**src/rtl/akhil_test_pkg.sv**
```systemverilog
// Shared constants and the prime lookup for the 4-bit prime/parity detector.
package akhil_test_pkg;

   localparam int unsigned CODE_W = 4;

   // Bit n is set iff n is prime (2, 3, 5, 7, 11, 13).
   localparam logic [15:0] PRIME_MASK = 16'h28AC;

   function automatic logic prime_of(input logic [CODE_W-1:0] code);
      return PRIME_MASK[code];
   endfunction

endpackage

```
**src/rtl/akhil_test_stab.sv**
```systemverilog
// Input-stability filter: enables an update only when the code matches the previous sample.
module akhil_test_stab
   import akhil_test_pkg::*;
(
   input  logic              clk,
   input  logic              rst,
   input  logic [CODE_W-1:0] code,
   output logic              upd_en
);

   logic [CODE_W-1:0] prev_q;
   logic              valid_q;

   always_ff @(posedge clk) begin
      if (rst) begin
         prev_q  <= '0;
         valid_q <= 1'b0;
      end else begin
         prev_q  <= code;
         valid_q <= 1'b1;
      end
   end

   assign upd_en = valid_q && (code == prev_q);

endmodule

```
**config.mk**
```make
export PLATFORM = sky130hd
export DESIGN_NAME = akhil_test_stab
export DESIGN_NICKNAME = d
export VERILOG_FILES = /design/src/rtl/akhil_test_pkg.sv /design/src/rtl/akhil_test_stab.sv
export SDC_FILE = /design/constraint.sdc
export NUM_CORES = 1
export LEC_CHECK = 0
export CORE_AREA = 2 2 39 41
export DETAILED_ROUTE_END_ITERATION = 16
export DIE_AREA = 0 0 41 43
export MAX_ROUTING_LAYER = met4
export PLACE_DENSITY_LB_ADDON = 0.25
export SLEW_MARGIN = 10
export SYNTH_ARGS = -nofsm -noshare
export SYNTH_HDL_FRONTEND = slang
export SYNTH_SLANG_ARGS = --single-unit
```
**constraint.sdc**
```tcl
create_clock -name clk -period 1.1 [get_ports clk]
set_clock_uncertainty 0.15 [all_clocks]
set_input_delay 0.33 -clock clk [delete_from_list [all_inputs] [get_ports clk]]
set_output_delay 0.33 -clock clk [all_outputs]
set_load 0.01 [all_outputs]
```
==> flow_summary.toml <==
[route]
route.met3.wl_um = 59
routedWlPerCell_um = 7.524
drt_pass1_iterations = 2
vias = 132
wl_met1_um = 129
drtAntennaViolNets = 0
drt-vias-per-instance = 3.143
top_layer = "met3"
dr.first_iter.drc_count = 2
drcViolationCount = 0
routed_wirelength_um = 316
wl_met2_um = 127

[sta]
fin_crit_ps = 1599
whs_ps = 207.3
slew-limit-headroom_pct = 84.13
hold_viol = 0
fin_ws_ps = -499.3
rsz0062_at_grt = "yes"
fmax_ghz = 0.6253
tns_ps = -499.3
tightest_slew_ps = 237.2
setup_viol = 1
drv_slew = 0
fin_crit_sh_pct = 145.4

[clock_tree]
hold_buffers = 0
clock-sinks = 5
clock_path_buffers = 2
htree_levels = 1
cts_tree = "yes"
post-cts-setup-buffers = 0
ctsRootBufferMaster = "clkbuf_4"
clk_pin_slew_ps = 40
numCtsBuffers = 3

[critical_path]
cp_slowest_cell = "dfxtp_2"
cp_data_required_time_ps = 620
cp-end-kind = "primary output"
critical_path.max_fanout = 1
path_cells = "xor2_2 -> nor4_4 -> buf_2"
startpoint_type = "flop"
cp_data_arrival_time_ps = 1120
crit_type = "flop to primary output"
max_stage_delay_ps = 320

[cells_and_area]
diodes = 0
drive_gt1_share_pct = 50.00
area_growth_pct = 69.44
final_net_count = 33

[pwr]
power-per-cell-area_nw_per_um2 = 1491
ir_drop_mv = 0.4951
leakagePower_nw = 0.1278

[logic_synthesis]
synth.area.top_cells = "dfxtp_1 56%, xor2_1 15%, nor2b_1 14%, nor4_2 6.9%, xnor2_1 4.9%"
synth_edf_count = 0
synth_most_common_cell = "dfxtp_1"
ys_warn_count = 0
synth_flop_cell = "dfxtp_1"
synthCells = 16
synth_fp_nets = 22
syn-cell-area_sq_um = 180.2
synthTopCellsByCount = "5 x dfxtp_1, 4 x nor2b_1, 3 x xor2_1"
synth_top_area_share_pct = 55.56
ys_types = 7
synth-async-reset-ratio_pct = 0
ys_ff_latch = 5
synth_area_per_cell_sq_um = 11.26
yosysSeqAreaShare_pct = 55.56
yosysTopAreaCell = "dfxtp_1"

[floorplanning]
chipHeight_um = 43
rows = 14
ios = 7
coreArea_sq_um = 1384
dieArea_sq_um = 1763
die_x_um = 41
start_util_pct = 13.02

[run_status]
failed_checks = "negative setup slack"
status = "complete, but fails checks"

[grt]
grt_pass1_wl_um = 614
antenna_found_initial = 0
grt_overflow = 0
track_usage_pct = 6.502
grt_pass1_vias = 146
grt_max_degree = 6

[flow_run]
drv_cap = 0

[placed_design]
port_buffers = 6
place.gp.congestion = 0.5692

[worst_hold_path]
hold_class = "input port to flop"
[repair_timing]
action,in CTS,in global routing
pin swaps,3,0
gates cloned,0,0
gates resized for setup,19,0
setup endpoints to repair,1,1
[logic make-up after synthesis]
group / count (synthesis) / synth area share, %
buffers and inverters: 1 / 2.081
DFF: 5 / 55.56
and+or+nand+nor: 6 / 22.91
xor gates and xnor gates: 4 / 19.45
[per-layer routing]
metal	vias to the layer above	GRT usage (%)
met5	-	-
met4	0	6.000
met3	0	7.853
met2	9	6.563
met1	57	5.844
li1	66	-
[metrics by stage]
step | util (%) | worst slack [ps] | area (sq um) | cells | total power [mW]
4_1_cts | 22.06 | -521.1 | 305.3 | 42 | 0.4680
5_1_grt | 22.06 | -563.4 | 305.3 | 42 | 0.4879
3_3_place_gp | 20.07 | -1261 | 277.8 | 38 | 0.2540
3_5_place_dp | 20.07 | -1282 | 277.8 | 38 | 0.2564
2_1_floorplan | - | -218.2 | 197.7 | 16 | 0.2282
6_report | 22.06 | -499.3 | 305.3 | 42 | 0.4551
[power by group]
| part | switching, mW | internal, mW | total (mW) |
|---|---|---|---|
| Combinational | 0.0245 | 0.0283 | 0.0528 |
| Clock | 0.0666 | 0.137 | 0.203 |
| Sequential | 0.00574 | 0.193 | 0.199 |
| Total | 0.0969 | 0.358 | 0.455 |
[area by class of cell]
class / instances / area (sq um)
Fill cell: 147 / 1079
Multi-Input combinational cell: 10 / 107.6
Sequential cell: 5 / 103.9
Timing Repair Buffer: 6 / 43.79
Clock buffer: 4 / 26.28
Tap cell: 16 / 20.02
Inverter: 1 / 3.754
[final timing paths]
kind                  start         to  slack (ps)  cells past startpoint
setup / recovery  prev_q[3]     upd_en        -500                      3
hold / removal      code[2]  prev_q[2]         210                      2
[state kept, by name, summed over array words and instances, names as in the netlist]
register,cells
prev_q,4
valid_q,1
[placed cells by master, fill, tap and decap left out, drive strengths merged]
| master | n |
|---|---|
| xor2 | 3 |
| xnor2 | 1 |
| dlygate4sd2 | 1 |
| nor4 | 1 |
| nor2b | 4 |
| dfxtp | 5 |
| nand2 | 1 |
| clkdlybuf4s15 | 1 |
| buf | 3 |
| clkdlybuf4s50 | 1 |
| clkbuf | 4 |
| inv | 1 |
[worst max-delay path: cells and delay by family, from the launching register on]
family | cells | cell delay (ps)
flip-flops | 1 | 320
AND/OR/NAND/NOR | 1 | 230
buffers and inverters | 1 | 160
XOR/XNOR | 1 | 180
Power figures use the tool's default switching activity.
==> edit, RTL diff (same flow settings) <==
Put a register stage on the output `upd_en`. The value now appears one clock later.
--- a/src/rtl/akhil_test_stab.sv
+++ b/src/rtl/akhil_test_stab.sv
@@ -23,3 +23,5 @@
 
-   assign upd_en = valid_q && (code == prev_q);
+   always_ff @(posedge clk) begin
+      upd_en <= valid_q && (code == prev_q);
+   end
 
Function: changed (a bounded check fails within 4 cycles, from zero or initial values and one cycle with rst high).
==> edit against the unedited design <==
Critical path type unchanged; final area fell by 3.7%; count of clock-buffer cells in the layout down 1; critical path depth shrank 2; routed wire length is 0.63% higher; synthesized area increased by 11%; combinational power is 22% lower; first-iteration DRC count increased by 50%; global-route usage decreased by 0.73 points; hold slack improved by 88 ps; setup slack improved by 470 ps; largest cell class is now flip-flops and latches; sequential cell count up 1; final cell count did not move; the run still ends with negative setup slack left; power is 4.0% higher.
==> edit: results (changes against the unedited design) <==
result of the run complete, but fails checks; violations in the final reports negative setup slack; sequential area share after synthesis 0.600 (+0.0444); Placement Setup Slack -327 ps (+956 ps); GRT Util Overall 0.0577 (-0.00734); total routed wirelength 318 um (+0.63%); crit path setup slack, layout -33.9 ps (+465 ps); starting DRC count in detailed routing 3 (+1); slowest stage cell on the critical path sky130_fd_sc_hd__dfxtp_1; final estimated routing congestion in global placement 0.569 (about the same); GR Util met2 0.0594 (-0.00625); sequential fraction of total cell area 0.409 (+0.0683); footprint of the multi-input gates 76.3 sq um (-29%); mean routed wirelength per cell 7.57 um (+0.63%); design internal power 377 uW (+5.3%); Worst Hold Endpoint upd_en$_DFF_P_; via-per-instance ratio 3.29 (+4.5%); Syn Nets 23 (+4.5%); Gate Count Post-Synth 17 (+1); worst voltage drop across the vdd grid 0.000407 V (-18%); largest registers ranked by flip-flop count prev_q (4), upd_en (1), valid_q (1); area post-placement 280 sq um (+0.90%); Min-Delay Path Class reg -> reg; clock-cell share of area 0.0766 (-0.00947); global-route wire length before repair 572 um (-6.8%); Total Negative Setup Slacks -33.9 ps (+465 ps); final setup vio count 1 (unchanged); fillers 156 (+6.1%); max incr delay on CP 290 ps (-30 ps); actual slew at the worst max-slew pin 170 ps (-67.2 ps); DP Cell Count 39 (+2.6%)
edit: cell count changes after synthesis, sizes merged:
cell	before	now
dfxtp	5	6
edit: kinds of logic (layout without fill, tap and decap cells):
logic type	after synthesis	count (layout)	synth area share
DFF	6	6	0.600
and+or+nand+nor	6	6	0.206
buffers and inverters	1	10	0.0187
xor gates and xnor gates	4	4	0.175
edit: power by group through the flow:
stage / registers, mW / clock network (mW) / logic [mW]
floorplan: 0.237 / 0 / 0.0199
global placement: 0.237 / 0 / 0.0465
detailed placement: 0.237 / 0 / 0.0471
CTS: 0.233 / 0.215 / 0.0425
global route: 0.234 / 0.225 / 0.0469
finish: 0.233 / 0.199 / 0.0413
edit: timing repair:
action / in CTS / in global routing
gates resized for setup: 7 / 0
pin swaps: 0 / 1
hold buffers: 0 / 0
setup endpoints to repair: 2 / 2
endpoints found under the hold margin: 0 / 0
edit: routing by layer:
layer / vias to the layer above / wire length, um
met5: - / 0
met4: 0 / 0
met3: 0 / 35
met2: 6 / 135
met1: 61 / 147
li1: 71 / -
